<file path="src/rtl/secure_router_p.sv">
// Multi-port Hamming(7,4)/SECDED serial router: accepts nibbles over valid/ready,
// encodes them and shifts each codeword MSB-first out of the addressed port.
module secure_router_p #(
  parameter int unsigned NUM_PORTS  = 4,
  parameter int unsigned EXT_PARITY = 0,
  localparam int unsigned PORT_W    = (NUM_PORTS > 1) ? $clog2(NUM_PORTS) : 1
) (
  input  logic                 clk,
  input  logic                 rst,
  input  logic                 in_valid,
  output logic                 in_ready,
  input  logic [PORT_W-1:0]    in_port,
  input  logic [3:0]           in_data,
  output logic [NUM_PORTS-1:0] data_out,
  output logic [NUM_PORTS-1:0] strobe_out,
  output logic [NUM_PORTS-1:0] frame_done,
  output logic                 err_drop
);

  localparam int unsigned L     = (EXT_PARITY != 0) ? 8 : 7;
  localparam int unsigned CNT_W = 3;
  localparam logic [CNT_W-1:0] LAST   = CNT_W'(L - 1);
  localparam logic [CNT_W-1:0] PENULT = CNT_W'(L - 2);

  logic [L-1:0]         shreg [NUM_PORTS];
  logic [CNT_W-1:0]     cnt   [NUM_PORTS];
  logic [L-1:0]         cw;
  logic                 port_ok;
  logic [NUM_PORTS-1:0] load;

  function automatic logic [6:0] hamming(input logic [3:0] d);
    return {d[3] ^ d[2] ^ d[0], d[3] ^ d[1] ^ d[0], d[3],
            d[2] ^ d[1] ^ d[0], d[2], d[1], d[0]};
  endfunction

  // Frame to transmit, MSB first; overall parity trails the Hamming bits
  always_comb begin
    cw = '0;
    if (EXT_PARITY != 0) cw = L'({hamming(in_data), ^hamming(in_data)});
    else                 cw = L'(hamming(in_data));
  end

  // A port can take a new word when idle or showing its final bit
  always_comb begin
    in_ready = 1'b1;
    port_ok  = 1'b0;
    load     = '0;
    for (int unsigned p = 0; p < NUM_PORTS; p++) begin
      if (in_port == PORT_W'(p)) begin
        port_ok  = 1'b1;
        in_ready = !strobe_out[p] || (cnt[p] == LAST);
        load[p]  = in_valid && (!strobe_out[p] || (cnt[p] == LAST));
      end
    end
  end

  always_ff @(posedge clk or posedge rst) begin
    if (rst) begin
      data_out   <= '0;
      strobe_out <= '0;
      frame_done <= '0;
      err_drop   <= 1'b0;
      for (int unsigned p = 0; p < NUM_PORTS; p++) begin
        shreg[p] <= '0;
        cnt[p]   <= '0;
      end
    end else begin
      err_drop <= in_valid && !port_ok;
      for (int unsigned p = 0; p < NUM_PORTS; p++) begin
        if (load[p]) begin
          shreg[p]      <= cw;
          cnt[p]        <= '0;
          data_out[p]   <= cw[L-1];
          strobe_out[p] <= 1'b1;
          frame_done[p] <= 1'b0;
        end else if (strobe_out[p] && (cnt[p] != LAST)) begin
          shreg[p]      <= shreg[p] << 1;
          cnt[p]        <= cnt[p] + CNT_W'(1);
          data_out[p]   <= shreg[p][L-2];
          frame_done[p] <= (cnt[p] == PENULT);
        end else begin
          cnt[p]        <= '0;
          data_out[p]   <= 1'b0;
          strobe_out[p] <= 1'b0;
          frame_done[p] <= 1'b0;
        end
      end
    end
  end

endmodule

</file>
<file path="config.mk">
export PLATFORM = sky130hd
export DESIGN_NAME = secure_router_p
export DESIGN_NICKNAME = d
export VERILOG_FILES = /design/src/rtl/secure_router_p.sv
export SDC_FILE = /design/constraint.sdc
export NUM_CORES = 1
export LEC_CHECK = 0
export BUFFER_PORTS_ARGS = -buffer_cell sky130_fd_sc_hd__buf_2
export CAP_MARGIN = 20
export CORE_UTILIZATION = 40
export CTS_CLUSTER_DIAMETER = 80
export DETAILED_ROUTE_END_ITERATION = 10
export PLACE_DENSITY = 0.67
export SKIP_CTS_REPAIR_TIMING = 1
export SYNTH_ARGS = -nofsm -noshare
export SYNTH_HDL_FRONTEND = slang
export SYNTH_SLANG_ARGS = --single-unit
export TNS_END_PERCENT = 30
</file>
<file path="constraint.sdc">
create_clock -name clk -period 1.8 [get_ports clk]
set_input_delay 0.27 -clock clk [delete_from_list [all_inputs] [get_ports clk]]
set_output_delay 0.27 -clock clk [all_outputs]
set_load 0.02 [all_outputs]
</file>
==> results of run 1 <==
-- state kept, by name, indices dropped and copies added, names as in the netlist --
name / flops
err_drop: 1
strobe_out: 4
shreg: 24
cnt: 12
data_out: 4
frame_done: 4
-- per-stage QoR --
stage / setup TNS (ps) / total power, mW
after floorplan: 0 / 2.60
after global placement: 0 / 2.96
after detailed placement: 0 / 3.00
after CTS: -195 / 3.82
after global routing: -185 / 4.22
final: -122 / 3.90
-- cell families after synthesis --
logic type / after synthesis / synth area share (%)
AO/OA/AOI/OAI: 29 / 7.63
XOR/XNOR: 8 / 4.54
adder cells (fa/ha/maj): 12 / 6.64
buffers and inverters: 19 / 4.09
flip-flops: 49 / 54.2
multiplexers: 25 / 11.6
other: 1 / 0.166
AND/OR/NAND/NOR: 59 / 11.1
-- worst paths after layout --
kind | startpoint | endpoint | slack, ps | cells after the start
min in group asynchronous | rst | data_out[0] | 470 | 3
setup / recovery | cnt[9] | in_ready | -120 | 6
max in group asynchronous | rst | shreg[2] | 840 | 4
hold / removal | in_data[0] | shreg[14] | 340 | 3
hold reg to reg | cnt[6] | cnt[6] | 470 | 1
setup reg to reg | cnt[9] | strobe_out[0] | 500 | 5
-- Yosys cell counts, drive strengths merged --
| cell | n |
|---|---|
| mux2i | 24 |
| dfrtp | 49 |
| nor2 | 16 |
| nand2 | 34 |
| o21ai | 21 |
| and3 | 4 |
| nand3b | 2 |
| ha | 12 |
| conb | 1 |
| xor3 | 2 |
| mux4 | 1 |
| o31ai | 3 |
| xnor2 | 5 |
| a21bo | 1 |
| nor3b | 1 |
| a21boi | 4 |
| buf | 9 |
| nand3 | 1 |
| or2 | 1 |
| inv | 10 |
| xor2 | 1 |
-- metal layers --
layer,routed length [um],vias to the layer above
li1,-,729
met1,1860,726
met2,1860,29
met3,156,7
met4,76,0
met5,0,-
-- final cells by class --
| cell class | count | area (um^2) | share of cell area, % |
|---|---|---|---|
| Inverter | 10 | 37.5 | 1.41 |
| Clock buffer | 7 | 86.3 | 3.24 |
| Clock inverter | 1 | 30.0 | 1.13 |
| Timing Repair Buffer | 34 | 221 | 8.31 |
| Multi-Input combinational cell | 134 | 972 | 36.5 |
| Tap cell | 72 | 90.1 | 3.38 |
| Sequential cell | 49 | 1230 | 46.0 |
-- critical path: cells and delay by family (launching register included) --
kind                       cells  cell delay (ps)
buffers and inverters          3              250
adders and majority gates      1              180
AOI/OAI and AO/OA              1               50
DFF                            1              420
muxes                          1              460
-- power breakdown --
part           switching [mW]  internal (mW)
combinational           0.798          0.624
sequential              0.226           1.45
clock                   0.354          0.453
total                    1.38           2.53
==> flow_metrics.env, run 1 <==
export IMPL_status="finished with violations"
export IMPL_violations="setup timing"
export IMPL_power_density_nw_per_um2=1470
export IMPL_dpl_cell_area_um2=2470
export IMPL_cp_arrival_ps=1650
export IMPL_place_congestion=0.710
export IMPL_synth_area_leader_cell="dfrtp_1"
export IMPL_synth_top_area_share_pct=54.2
export IMPL_final_cell_area_um2=2660
export IMPL_initial_core_util_pct=41.3
export IMPL_ios=23
export IMPL_clockBufferDepth=2
export IMPL_p_leak_nw=1.38
export IMPL_vias_per_cell=4.86
export IMPL_holdWs_ps=342
export IMPL_crit_fanout=4
export IMPL_clk_pin_slew_ps=90
export IMPL_overflow=0
export IMPL_drive_gt1_share_pct=23.8
export IMPL_rows=27
export IMPL_die_y_um=77.2
export IMPL_cts_tree="built"
export IMPL_dpl_hpwl_um=2780
export IMPL_htreeDepth=2
export IMPL_fin_ws_ps=-122
export IMPL_fmax_ghz=0.520
export IMPL_syn_inst=202
export IMPL_layout_common_cells="49 x dfrtp_1, 34 x nand2_1, 24 x mux2i_1"
export IMPL_cts_made_buffers=5
export IMPL_cap_violations=0
export IMPL_drc_errors=0
export IMPL_antenna_found_initial=0
export IMPL_path_class="flop to primary output"
export IMPL_wl_um=3950
export IMPL_worst_pin_slew_ps=528
export IMPL_cp_required_ps=1530
export IMPL_grt_max_degree=35
export IMPL_clock_root_buffer="clkbuf_8"
export IMPL_port_buffers=22
export IMPL_use_met2_pct=24.1
export IMPL_crit_chain="inv_1 > ha_2 > a21boi_2 > mux4_2 > inv_2 > buf_6"
export IMPL_yosysSeqAreaShare_pct=54.2
export IMPL_antenna_cells=0
export IMPL_setup_viol=1
export IMPL_pre_cts_ws_ps=151
export IMPL_crit_path_max_incr_delay_ps=460
export IMPL_drt_iter0_markers=47
export IMPL_fin_crit_ps=1920
export IMPL_grt_pass1_wl_um=6760
export IMPL_core_area_um2=5470
export IMPL_syn_area_um2=2260
export IMPL_maxSlewViolCount=0
export IMPL_rsz0062_at_grt="true"
export IMPL_peakVddDrop_mv=0.557
export IMPL_critPathLaunchType="flop"
export IMPL_busiest_layer="met2"
export IMPL_final_util_pct=48.7
export IMPL_grt_usage_pct=14.8
export IMPL_synth_nets=223
export IMPL_fillers=523
export IMPL_dieArea_um2=5960
export IMPL_slew_headroom_pct=64.7
export IMPL_fin_worst_skew_ps=4.76
export IMPL_final_cells=307
export IMPL_grt_pass1_vias=1454
export IMPL_dp_cells=294
export IMPL_cts_sinks=49
export IMPL_ys_warn_count=0
export IMPL_drtPass1Iterations=4
export IMPL_ys_ff_latch=49
export IMPL_fin_crit_sh_pct=107
export IMPL_endpoint_kind="primary output"
export IMPL_worst_path_max_delay_cell="mux4_2"
export IMPL_area_growth_pct=17.8
export IMPL_ys_types=24
export IMPL_ant_nets=0
export IMPL_die_w_um=77.2
export IMPL_clk_latency_ps=300
export IMPL_grt_use_met1_pct=18.9
export IMPL_final_common_cell="dfrtp_1"
export IMPL_num_vias=1491
export IMPL_ys_top_cells_by_area="dfrtp_1 54%, mux2i_1 11%, ha_1 6.6%"
export IMPL_routedWlPerCell_um=12.9
export IMPL_fin_nets=255
export IMPL_hold_viol_final=0
export IMPL_synth_area_per_cell_um2=11.2
export IMPL_use_met3_pct=3.10
export IMPL_holdCritPathClass="input pin to flop"
Note: power is estimated with default switching activity, not from simulation.
==> inputs of run 2 (changes only) <==
--- a/config.mk
+++ b/config.mk
@@ -7,10 +7,11 @@
 export LEC_CHECK = 0
 export BUFFER_PORTS_ARGS = -buffer_cell sky130_fd_sc_hd__buf_2
 export CAP_MARGIN = 20
-export CORE_UTILIZATION = 40
+export CORE_UTILIZATION = 37
 export CTS_CLUSTER_DIAMETER = 80
 export DETAILED_ROUTE_END_ITERATION = 10
-export PLACE_DENSITY = 0.67
+export PLACE_DENSITY = 0.63
+export SETUP_SLACK_MARGIN = 0.05
 export SKIP_CTS_REPAIR_TIMING = 1
 export SYNTH_ARGS = -nofsm -noshare
 export SYNTH_HDL_FRONTEND = slang
==> run 2 against run 1 <==
The run still ends with setup timing left; setup slack worse by 4.5 ps; combinational power about the same; register-to-register slack about the same; via count down 0.40%; wire length grew 3.5%; final area shrank 0.80%; critical path depth is the same; non-clock buffer count stayed put; maximum frequency is 0.23% lower; worst hold slack got worse by 9.6 ps; count of clock-buffer cells in the layout unchanged.
==> flow_metrics.env, run 2 (synthesis results as in run 1) <==
export IMPL_setup_worst_path_start="cnt[0]"
export IMPL_fin_nets=255
export IMPL_crit_chain="inv_1 > ha_2 > a21boi_2 > mux4_2 > inv_2 > buf_6"
export IMPL_setup_viol=1
export IMPL_fin_ws_ps=-127
export IMPL_clk_latency_ps=310
export IMPL_wl_um=4080
export IMPL_grt_max_degree=50
export IMPL_r2r_cells=5
export IMPL_grt_pass1_wl_um=6930
export IMPL_ant_nets=0
export IMPL_fin_worst_skew_ps=5.96
export IMPL_antenna_found_initial=0
export IMPL_drive_gt1_share_pct=23.8
export IMPL_r2r_slack_ps=500
export IMPL_rsz0062_at_grt="true"
export IMPL_path_depth=6
export IMPL_dieArea_um2=6430
export IMPL_path_class="flop to primary output"
export IMPL_rows=28
export IMPL_routedWlPerCell_um=13.2
export IMPL_fin_crit_ps=1930
export IMPL_overflow=0
export IMPL_crit_fanout=3
export IMPL_die_y_um=80.2
export IMPL_slew_headroom_pct=65.5
export IMPL_reg2reg_from="cnt[9]"
export IMPL_status="finished with violations"
export IMPL_holdCritPathClass="input pin to flop"
export IMPL_core_area_um2=5920
export IMPL_drt_iter0_markers=82
export IMPL_final_cell_area_um2=2640
export IMPL_port_buffers=22
export IMPL_worst_pin_slew_ps=515
export IMPL_cpLargestDelayFamily="multiplexers"
export IMPL_initial_core_util_pct=38.2
export IMPL_htreeDepth=2
export IMPL_reg2reg_to="strobe_out[0]"
export IMPL_violations="setup timing"
export IMPL_worst_path_max_delay_cell="mux4_2"
export IMPL_clockBufferDepth=2
export IMPL_p_leak_nw=1.37
export IMPL_die_w_um=80.2
export IMPL_crit_path_max_incr_delay_ps=480
export IMPL_cts_tree="built"
export IMPL_antenna_cells=0
export IMPL_hold_viol_final=0
export IMPL_grt_pass1_vias=1429
export IMPL_critPathLaunchType="flop"
export IMPL_num_vias=1485
export IMPL_drtPass1Iterations=7
export IMPL_vias_per_cell=4.79
export IMPL_ios=23
export IMPL_cap_violations=0
export IMPL_dpl_cell_area_um2=2480
export IMPL_cts_made_buffers=5
export IMPL_fin_crit_sh_pct=107
export IMPL_endpoint_kind="primary output"
export IMPL_grt_usage_pct=14.8
export IMPL_fmax_ghz=0.519
export IMPL_place_congestion=0.714
export IMPL_clk_pin_slew_ps=90
export IMPL_cp_arrival_ps=1660
export IMPL_path_buf_inv=3
export IMPL_drc_errors=0
export IMPL_maxSlewViolCount=0
export IMPL_final_common_cell="dfrtp_1"
export IMPL_largest_reg_flops=24
export IMPL_top_register="shreg"
export IMPL_area_growth_pct=16.8
export IMPL_power_total_mw=3.80
export IMPL_endpoint="in_ready"
export IMPL_dpl_hpwl_um=2770
export IMPL_clock_root_buffer="clkbuf_8"
export IMPL_layout_common_cells="49 x dfrtp_1, 34 x nand2_1, 24 x mux2i_1"
export IMPL_cts_sinks=49
export IMPL_power_density_nw_per_um2=1440
export IMPL_cp_required_ps=1530
export IMPL_reg_top3="shreg (24), cnt (12)"
export IMPL_peakVddDrop_mv=0.600
run 2: worst min path at each step:
stage / startpoint / end / slack [ps] / cells after the start
after floorplan: shreg[19] / data_out[1] / 450 / 2
after global placement: rst / data_out[1] / 340 / 3
after detailed placement: rst / strobe_out[1] / 330 / 3
after CTS: rst / shreg[25] / -8 / 3
after global routing: in_data[0] / shreg[7] / 330 / 3
final: in_data[0] / shreg[7] / 330 / 3
run 2: layer usage:
metal  GRT usage [%]  part of all wire, %  vias to the layer above
met1            18.9                   46                      727
met5               0                    0                        -
met4            6.43                  1.5                        0
met2            22.9                   48                       28
met3            4.89                  4.3                        4
li1                -                    -                      726
run 2: final cells by class:
class                      count  area [um^2]
clock buffer                   7         96.3
fill                         579         3280
inverter                      10         37.5
timing repair buffer          34          221
multi-input combinational    134          962
sequential                    49         1230
tap                           75         93.8
clock inverter                 1         5.00
run 2: stage by stage:
stage	instances	setup WS, ps	utilization, %	hold slack [ps]	TNS (ps)
2_1_floorplan	202	198	-	448	0
3_3_place_gp	297	166	41.8	336	0
3_5_place_dp	297	153	41.8	333	0
4_1_cts	305	-198	43.5	-8.04	-198
5_1_grt	310	-215	44.6	327	-215
6_report	310	-127	44.6	332	-127
run 2: report_power, final:
group          internal, mW  leakage (nW)  switching [mW]
clock                 0.348        0.0542           0.361
sequential             1.45         0.641           0.227
combinational         0.616         0.677           0.801
run 2: worst min-delay path, cell delays in order:
cell and delay (ps):
buf_2 150, mux2i_1 130, nor2_1 50
